$ cat src/rtl/clock_set_ctrl.sv
// clock_set_ctrl
// Mode and time-setting sequencer for the digital clock datapath.
// It owns the RUN / SET_MIN / SET_HOUR state and produces these outputs:
//   - the seconds-chain count enable
//   - a seconds clear when set mode is entered
//   - single-cycle minute/hour increment pulses, with press-and-hold auto-repeat
//   - blink blanking controls for the digit pair being set
//   - an idle timeout that returns the block to RUN
// Every output comes straight from a flop.

module clock_set_ctrl #(
  parameter int HOLD_CYC   = 50000000,
  parameter int REPEAT_CYC = 10000000,
  parameter int BLINK_CYC  = 25000000,
  parameter int TIMEOUT_S  = 30
) (
  input  logic       clk,
  input  logic       rst,
  input  logic       tick_1hz,
  input  logic       mode_btn,
  input  logic       sel_btn,
  input  logic       up_btn,
  output logic       run_en,
  output logic       sec_clr,
  output logic       inc_min,
  output logic       inc_hour,
  output logic       blank_min,
  output logic       blank_hour,
  output logic [1:0] state
);

  // The hold/repeat counter is shared by both phases, so it is sized for the longer interval.
  localparam int HMAX   = (HOLD_CYC > REPEAT_CYC) ? HOLD_CYC : REPEAT_CYC;
  localparam int HCNT_W = $clog2(HMAX + 1);
  localparam int BCNT_W = $clog2(BLINK_CYC + 1);
  localparam int ICNT_W = $clog2(TIMEOUT_S + 1);

  localparam logic [HCNT_W-1:0] HOLD_LAST    = HCNT_W'(HOLD_CYC);
  localparam logic [HCNT_W-1:0] REPEAT_LAST  = HCNT_W'(REPEAT_CYC);
  localparam logic [BCNT_W-1:0] BLINK_LAST   = BCNT_W'(BLINK_CYC);
  localparam logic [ICNT_W-1:0] TIMEOUT_LAST = ICNT_W'(TIMEOUT_S);

  typedef enum logic [1:0] {
    ST_RUN      = 2'b00,
    ST_SET_MIN  = 2'b01,
    ST_SET_HOUR = 2'b10
  } state_t;

  // Registered state
  state_t            state_r;
  logic              up_prev_r;
  logic              armed_r;      // up_btn press that is allowed to auto-repeat
  logic              rep_phase_r;  // 0: waiting out HOLD_CYC, 1: repeating every REPEAT_CYC
  logic [HCNT_W-1:0] hold_cnt_r;
  logic [BCNT_W-1:0] blink_cnt_r;
  logic              phase_off_r;
  logic [ICNT_W-1:0] idle_cnt_r;
  logic              run_en_r;
  logic              sec_clr_r;
  logic              inc_min_r;
  logic              inc_hour_r;
  logic              blank_min_r;
  logic              blank_hour_r;

  // Next-state values
  state_t            state_s;
  logic              armed_s;
  logic              rep_phase_s;
  logic [HCNT_W-1:0] hold_cnt_s;
  logic [BCNT_W-1:0] blink_cnt_s;
  logic              phase_off_s;
  logic [ICNT_W-1:0] idle_cnt_s;
  logic              sec_clr_s;
  logic              pulse_s;
  logic              enter_set_s;

  // Helpers
  logic              rise_s;
  logic [HCNT_W-1:0] hold_inc_s;
  logic [BCNT_W-1:0] blink_inc_s;
  logic [ICNT_W-1:0] idle_inc_s;

  assign rise_s      = up_btn & ~up_prev_r;
  assign hold_inc_s  = hold_cnt_r + HCNT_W'(1'b1);
  assign blink_inc_s = blink_cnt_r + BCNT_W'(1'b1);
  assign idle_inc_s  = idle_cnt_r + ICNT_W'(1'b1);

  // Mode FSM next state, increment generation and the idle timeout; the
  // input priority is mode_btn > sel_btn > up_btn.
  always_comb begin
    state_s     = state_r;
    armed_s     = armed_r;
    rep_phase_s = rep_phase_r;
    hold_cnt_s  = hold_cnt_r;
    idle_cnt_s  = idle_cnt_r;
    sec_clr_s   = 1'b0;
    pulse_s     = 1'b0;
    enter_set_s = 1'b0;
    case (state_r)
      ST_RUN: begin
        armed_s     = 1'b0;
        rep_phase_s = 1'b0;
        hold_cnt_s  = '0;
        idle_cnt_s  = '0;
        if (mode_btn) begin
          state_s     = ST_SET_MIN;
          sec_clr_s   = 1'b1;
          enter_set_s = 1'b1;
        end else begin
          state_s = ST_RUN;
        end
      end
      ST_SET_MIN, ST_SET_HOUR: begin
        if (mode_btn) begin
          state_s     = ST_RUN;
          armed_s     = 1'b0;
          rep_phase_s = 1'b0;
          hold_cnt_s  = '0;
          idle_cnt_s  = '0;
        end else if (sel_btn) begin
          // A field change while the key is held disarms it until the key is pressed again.
          state_s     = (state_r == ST_SET_MIN) ? ST_SET_HOUR : ST_SET_MIN;
          enter_set_s = 1'b1;
          armed_s     = 1'b0;
          rep_phase_s = 1'b0;
          hold_cnt_s  = '0;
          idle_cnt_s  = '0;
        end else if (up_btn) begin
          idle_cnt_s = '0;
          if (rise_s) begin
            pulse_s     = 1'b1;
            armed_s     = 1'b1;
            rep_phase_s = 1'b0;
            hold_cnt_s  = '0;
          end else if (armed_r) begin
            if (rep_phase_r) begin
              if (hold_inc_s == REPEAT_LAST) begin
                pulse_s    = 1'b1;
                hold_cnt_s = '0;
              end else begin
                hold_cnt_s = hold_inc_s;
              end
            end else begin
              if (hold_inc_s == HOLD_LAST) begin
                pulse_s     = 1'b1;
                rep_phase_s = 1'b1;
                hold_cnt_s  = '0;
              end else begin
                hold_cnt_s = hold_inc_s;
              end
            end
          end else begin
            armed_s     = 1'b0;
            rep_phase_s = 1'b0;
            hold_cnt_s  = '0;
          end
        end else begin
          // Releasing the key clears the hold counter.
          armed_s     = 1'b0;
          rep_phase_s = 1'b0;
          hold_cnt_s  = '0;
          if (tick_1hz) begin
            if (idle_inc_s == TIMEOUT_LAST) begin
              state_s    = ST_RUN;
              idle_cnt_s = '0;
            end else begin
              idle_cnt_s = idle_inc_s;
            end
          end else begin
            idle_cnt_s = idle_cnt_r;
          end
        end
      end
      default: begin
        state_s     = ST_RUN;
        armed_s     = 1'b0;
        rep_phase_s = 1'b0;
        hold_cnt_s  = '0;
        idle_cnt_s  = '0;
      end
    endcase
  end

  // Blink phase: it restarts "on" whenever a field is entered or adjusted, and it is parked in RUN.
  always_comb begin
    blink_cnt_s = blink_cnt_r;
    phase_off_s = phase_off_r;
    if (state_s == ST_RUN) begin
      blink_cnt_s = '0;
      phase_off_s = 1'b0;
    end else if (enter_set_s || pulse_s) begin
      blink_cnt_s = '0;
      phase_off_s = 1'b0;
    end else if (blink_inc_s == BLINK_LAST) begin
      blink_cnt_s = '0;
      phase_off_s = ~phase_off_r;
    end else begin
      blink_cnt_s = blink_inc_s;
      phase_off_s = phase_off_r;
    end
  end

  // State, counters and registered outputs, with synchronous reset.
  always_ff @(posedge clk) begin
    if (rst) begin
      state_r      <= ST_RUN;
      up_prev_r    <= 1'b0;
      armed_r      <= 1'b0;
      rep_phase_r  <= 1'b0;
      hold_cnt_r   <= '0;
      blink_cnt_r  <= '0;
      phase_off_r  <= 1'b0;
      idle_cnt_r   <= '0;
      run_en_r     <= 1'b1;
      sec_clr_r    <= 1'b0;
      inc_min_r    <= 1'b0;
      inc_hour_r   <= 1'b0;
      blank_min_r  <= 1'b0;
      blank_hour_r <= 1'b0;
    end else begin
      state_r      <= state_s;
      up_prev_r    <= up_btn;
      armed_r      <= armed_s;
      rep_phase_r  <= rep_phase_s;
      hold_cnt_r   <= hold_cnt_s;
      blink_cnt_r  <= blink_cnt_s;
      phase_off_r  <= phase_off_s;
      idle_cnt_r   <= idle_cnt_s;
      run_en_r     <= (state_s == ST_RUN);
      sec_clr_r    <= sec_clr_s;
      inc_min_r    <= pulse_s & (state_s == ST_SET_MIN);
      inc_hour_r   <= pulse_s & (state_s == ST_SET_HOUR);
      blank_min_r  <= phase_off_s & (state_s == ST_SET_MIN);
      blank_hour_r <= phase_off_s & (state_s == ST_SET_HOUR);
    end
  end

  assign state      = state_r;
  assign run_en     = run_en_r;
  assign sec_clr    = sec_clr_r;
  assign inc_min    = inc_min_r;
  assign inc_hour   = inc_hour_r;
  assign blank_min  = blank_min_r;
  assign blank_hour = blank_hour_r;

endmodule

$ cat config.mk
export PLATFORM = sky130hd
export DESIGN_NAME = clock_set_ctrl
export DESIGN_NICKNAME = d
export VERILOG_FILES = /design/src/rtl/clock_set_ctrl.sv
export SDC_FILE = /design/constraint.sdc
export NUM_CORES = 1
export LEC_CHECK = 0
export CORE_UTILIZATION = 25
export DETAILED_ROUTE_END_ITERATION = 8
export GPL_ROUTABILITY_DRIVEN = 0
export PLACE_DENSITY = 0.45
export SLEW_MARGIN = 20
export SYNTH_ARGS = -nofsm -noshare
export SYNTH_HDL_FRONTEND = slang
export SYNTH_SLANG_ARGS = --single-unit
$ cat constraint.sdc
create_clock -name clk -period 2.7 [get_ports clk]
set_input_delay 0.675 -clock clk [delete_from_list [all_inputs] [get_ports clk]]
set_output_delay 0.675 -clock clk [all_outputs]
set_load 0.02 [all_outputs]
# ---- Word level (Yosys, flattened, before mapping)
# Index checks and enable logic that the tools add are counted.
dict set report word_totals {
  ff_bits 68
  elab_cells 76
  output_inout_bits 8
  input_bits 6
}
dict set report op_classes {
  bitwise 11
  n_eq_ne 8
  reduce_logical 9
  muxes 31
  addsub 3
}
# op count
set ops {}
lappend ops {{$mux 26} 3}
lappend ops {{$add 26x1->26 const B} 1}
lappend ops {{$eq 26x24->1 const B} 1}
lappend ops {{$eq 26x26->1 const B} 1}
lappend ops {{$add 25x1->25 const B} 1}
lappend ops {{$eq 25x25->1 const B} 1}
lappend ops {{$mux 1} 19}
lappend ops {{$mux 2} 6}
lappend ops {{$reduce_or 5->1} 2}
lappend ops {{$reduce_or 7->1} 1}
lappend ops {{$not 1->1} 6}
lappend ops {{$add 5x1->5 const B} 1}
lappend ops {{$and 1x1->1} 5}
lappend ops {{$eq 5x5->1 const B} 1}
lappend ops {{$mux 5} 1}
lappend ops {{$eq 2x1->1 const B} 2}
lappend ops {{$eq 2x2->1 const B} 2}
lappend ops {{$logic_not 2->1} 2}
lappend ops {{$pmux 2 s2} 1}
lappend ops {{$reduce_or 2->1} 2}
lappend ops {{$reduce_or 4->1} 1}
lappend ops {{$pmux 1 s2} 1}
lappend ops {{$logic_or 1x1->1} 1}

# ---- Depth between registers and ports, before layout
dict set report logic_depth {
  ltp_word 14
  mapped_depth 11
  ltp_nobuf 9
}

# ---- Worst setup path after synthesis
# OpenSTA, ideal clock, no wires.
dict set report synth_timing {
  path_type {reg-to-reg}
  startpoint {register hold_cnt_r[0]}
  endpoint {register blink_cnt_r[18]}
  period_less_slack_ns 2.842
  setup_slack_ns -0.142
  n_path_buf 1
  arrival_time_ns 2.728
  required_ns 2.586
  path_stages_with_launch 11
  path_cell_list {dfxtp_1 -> ha_1 -> nand3_1 -> or4b_2 -> a311oi_1 -> o221ai_1 -> nor4_2 -> o211ai_2 -> o211ai_2 -> buf_6 -> nor2_1}
}
dict set report synth_via {
  elab_chain_len 12
  elab_cells_between_ends 14
}
# item line_no
set synth_lines {}
lappend synth_lines {{start: declaration} 54} ;# logic [HCNT_W-1:0] hold_cnt_r;
lappend synth_lines {{start signal: assignment} 225} ;# hold_cnt_r <= hold_cnt_s;
lappend synth_lines {{$add 26x1->26 *} 84} ;# assign hold_inc_s = hold_cnt_r + HCNT_W'(1'b1);
lappend synth_lines {{$eq 26x26->1 / $eq 26x24->1 (equally long branches)} {144, 137}}
lappend synth_lines {{$mux 1, on equally long branches} {144, 137}}
lappend synth_lines {{$mux 1 *} 136} ;# if (rep_phase_r) begin
lappend synth_lines {{$mux 1 *} 135} ;# end else if (armed_r) begin
lappend synth_lines {{$mux 1 *} 130} ;# if (rise_s) begin
lappend synth_lines {{$mux 1 *} 128} ;# end else if (up_btn) begin
lappend synth_lines {{$mux 1 *} 120} ;# end else if (sel_btn) begin
lappend synth_lines {{$mux 1 *} 114} ;# if (mode_btn) begin
lappend synth_lines {{$mux 1 *} 99} ;# case (state_r)
lappend synth_lines {{$logic_or 1x1->1 *} 191} ;# end else if (enter_set_s || pulse_s) begin
lappend synth_lines {{$reduce_or 4->1 (no line) *} -}
lappend synth_lines {{end signal: assignment} 226} ;# blink_cnt_r <= blink_cnt_s;
lappend synth_lines {{end: declaration} 55} ;# logic [BCNT_W-1:0] blink_cnt_r;
# Every way passes the cells marked *; elsewhere a longest branch is shown, timed or not.
# A chain may end at the register's enable or synchronous reset.

# ---- Worst setup path in the final report
dict set report layout_timing {
  startpoint {register hold_cnt_r[0]}
  endpoint {register blink_cnt_r[20]}
}
# The elaborated chain is that of the path after synthesis.

==> summary by stage <==
CTS
For this design, the sink count on the clock tree is 68. After clock tree synthesis, the clock-pin slew on the worst setup and hold paths is 60 ps. The total CTS buffers is 9. The CTS H-tree depth is 3. The clock root buffer is sky130_fd_sc_hd__clkbuf_16. The clock tree from TritonCTS is yes.

After clock tree synthesis, the flow added hold-fix buffers numbering 0. The number of buffers on the longest clock path is 2. Clock latency on the worst-skew pair, taken at its later pin, is about 340 ps.

Final layout
The leading cell type in the layout, fill and taps excluded is sky130_fd_sc_hd__nor2_1. The final instance area is between 5000 and 6000 sq um. The number of antenna diodes in the final layout is 0. The net count of the finished layout is around 530. The library cells used most frequently in the layout, excluding fill and tap cells, are sky130_fd_sc_hd__nor2_1, sky130_fd_sc_hd__dfxtp_1, sky130_fd_sc_hd__buf_4. Compared with the post-synthesis result, the final layout area differs by 37.6%. The post-route netlist has between 20% and 30% of its cells at a drive strength greater than 1.

Timing
Based on the critical path, the design can be clocked at up to between 300 and 400 MHz. The worst setup margin is approximately 25 ps. The clock period minus worst slack is 2680 ps. The total count of max-transition violations in the final report is 0. The final worst hold slack is 521 ps. The headroom to the max-slew limit is approximately two thirds.

The worst path uses roughly 99% of the clock period. The final setup skew is roughly 8.8 ps. Setup repair after global routing could not meet its margin everywhere. At the pin with the least slew margin, the transition time is between 500 and 600 ps. The total setup violations reported at the end of the flow is 0.

The aggregate negative setup slack is 0 ps. The hold violation total from the final report was 0.

Pwr
Overall power consumption after layout is estimated at ~2.3 mW. The peak supply drop is around 0.23 mV. The static leakage is roughly 1.7 nW. The power density over the cells is between 400 and 500 nW/um^2.

Global route
The global routing usage summed across all routing layers is a little over an eighth. The met3 usage in global routing is 3.46%. The number of antenna violations at the first check in global routing came to 0. The number of global-route vias before repair is ~3300. Global routing used 20.6% of the available met2 tracks. The global-route track usage on met1 is between 10% and 20%. The maximum number of pins on one net before global-route repair is 15.

In this run the most used layer during global routing was met2. The first global-routing pass estimated around 15000 microns of wire. The residual overflow from global routing is 0.

Place
The instance area after placement is about 4400 sq um. Prior to clock tree synthesis, the placed netlist has a worst setup slack of -153 ps. After legalization and detailed placement, the total HPWL measured approximately 6600 microns. The count of buffers added on input and output ports is 13.

Yosys
The basic-gate share of the synthesized area counting and, or, nand and nor cells is between 30% and 40%. The cell type contributing the most total cell area after synthesis is sky130_fd_sc_hd__dfxtp_1. The post-synth net total is around 460. The most used flip-flop cell after synthesis is sky130_fd_sc_hd__dfxtp_1. The synthesized design contains about 70 register bits. The post-synthesis adder-cell area fraction is between 2 and 3%. After synthesis the cells add up to roughly 3700 sq um. The area share of the largest cell type after synthesis is between 30% and 40%.

The synthesized netlist cell count is approximately 440. The synthesized design contains 0 enable-type register cells. The share of the Yosys chip area taken by registers is 37.2%. Ranked by total cell area, the synthesized netlist is headed by sky130_fd_sc_hd__dfxtp_1, sky130_fd_sc_hd__nor2_1, sky130_fd_sc_hd__xor2_1.

The share of synthesized area spent on multiplexers is less than 1%. The share of the synthesized area in compound gates (AO/OA/AOI/OAI) is 8.93%. The number of warnings issued by yosys is 0. The synthesized netlist devotes roughly an eighth of its cell area to XOR and XNOR gates.

The number of distinct standard cells referenced by the synthesized netlist is 62. The combinational family with the most area after synthesis is simple AND/OR/NAND/NOR gates. Counting flops with an async set or reset pin after synthesis yields a share of 0%. After synthesis, the mean cell area works out to about 8.3 sq um.

Detailed routing
The total number of vias is between 3000 and 4000. Before antenna repair, the detailed router went through 4 iterations. After detailed routing, the total wire length is roughly 9000 microns. The detail-routed net length per standard cell is 12.9 microns. The per-cell via count in the routed design is about 4.7. The remaining number of nets flagged by the antenna check after routing is 0. The residual DRC count is 0. For this block, the initial DRC count from the detailed router was about 130.

Die
The starting density of the core is roughly a quarter. The die is ~120 microns wide. In this run the standard cell core region covers between 10000 and 15000 sq um. In this run the count of I/O pins placed on the die edge is 14. After floorplanning, the core was divided into 43 placement rows.

The die span in y is approximately 120 microns. The die area is ~15000 sq um.

Worst setup path
STA classifies the critical path endpoint as a flip-flop. The slowest library cell on the worst path is sky130_fd_sc_hd__nor4_4. The path type of the worst setup path is flip-flop to flip-flop. The startpoint kind of the worst setup timing path is a flip-flop. The critical path required time is between 2000 and 3000 ps. The highest cell delay on the worst timing path is ~370 ps. The critical path goes through ha_2, and3_4, buf_4, nand4_1, xor2_2, nand4b_1, nor4_4, o211ai_4, o211ai_2, buf_12, nor2_1. The total buffers and inverters traversed by the critical path is 2. The arrival time reported for the critical path endpoint is 2890 ps.

Along the worst path, the maximum fanout reaches 14. The cell type group with the largest total delay on the critical path is simple AND/OR/NAND/NOR gates.

Flow run
The count of maximum capacitance violations is 0.

Outcome
The flow ran to the end, and the final reports show no timing, DRC or antenna violations.

Hold path
The path class of the tightest hold or removal check is flip-flop to flip-flop.
-- cell type report --
cell class	count	area (sq um)
tap	180	225
clock inverter	7	97.6
sequential	68	1370
multi-input combinational	340	2350
inverter	13	48.8
clock buffer	9	225
fill	1468	9060
timing repair buffer	86	721
-- power breakdown --
part | internal, mW | switching [mW]
sequential | 1.01 | 0.00324
clock | 0.813 | 0.470
combinational | 0.0232 | 0.0244
-- worst register-to-register path: cells and delay by family (launching register included) --
| kind | cells | cell delay (ps) |
|---|---|---|
| AND/OR/NAND/NOR | 5 | 1020 |
| AO/OA/AOI/OAI | 2 | 390 |
| flip-flops | 1 | 350 |
| buffers and inverters | 2 | 310 |
| XOR/XNOR | 1 | 300 |
| adder cells (fa/ha/maj) | 1 | 180 |
-- Yosys cell counts, drive strengths merged (6+ instances only) --
library cell / count
nand2: 34
inv: 13
and2: 7
clkbuf: 10
o21ai: 6
xnor2: 21
ha: 8
nand4: 20
dfxtp: 68
buf: 11
nor2: 69
nand2b: 10
nor3: 20
nand3: 25
and4: 7
xor2: 28
a21oi: 10
nor4: 11
-- stage by stage --
| step | utilization (%) | instances |
|---|---|---|
| floorplan | - | 442 |
| global placement | 31.4 | 681 |
| detailed placement | 31.4 | 681 |
| CTS | 34.4 | 701 |
| global route | 35.7 | 703 |
| finish | 35.7 | 703 |
-- worst paths after layout --
| kind | slack (ps) | cells past startpoint | start | end |
|---|---|---|---|---|
| worst max-delay path | 20 | 11 | hold_cnt_r[0]$_SDFF_PP0_ | blink_cnt_r[20]$_SDFF_PP0_ |
| worst min-delay path | 520 | 2 | blink_cnt_r[24]$_SDFF_PP0_ | blink_cnt_r[24]$_SDFF_PP0_ |
| worst max register to register | 20 | 11 | hold_cnt_r[0]$_SDFF_PP0_ | blink_cnt_r[20]$_SDFF_PP0_ |
| worst min register to register | 520 | 2 | blink_cnt_r[24]$_SDFF_PP0_ | blink_cnt_r[24]$_SDFF_PP0_ |
-- repair_timing --
item	CTS	global route
setup endpoints to repair	53	54
buffers inserted	4	3
gates resized for setup	15	34
pin swaps	4	9
-- sequential cells by signal (all words and copies together) (netlist names), 2 cells and up --
| signal | flops |
|---|---|
| hold_cnt_r | 26 |
| idle_cnt_r | 5 |
| state | 2 |
| blink_cnt_r | 25 |
-- layer usage --
layer | wire length (microns) | part of all wire, %
met1 | 4400 | 49
met2 | 4230 | 47
met3 | 268 | 3.0
met4 | 140 | 1.5
met5 | 0 | 0
-- cell families after synthesis --
family                     after synthesis
muxes                                    3
DFF                                     68
and+or+nand+nor                        236
adders and majority gates                8
AOI/OAI and AO/OA                       44
xor gates and xnor gates                49
buffers and inverters                   34
Note: power is estimated with default switching activity, not from simulation.
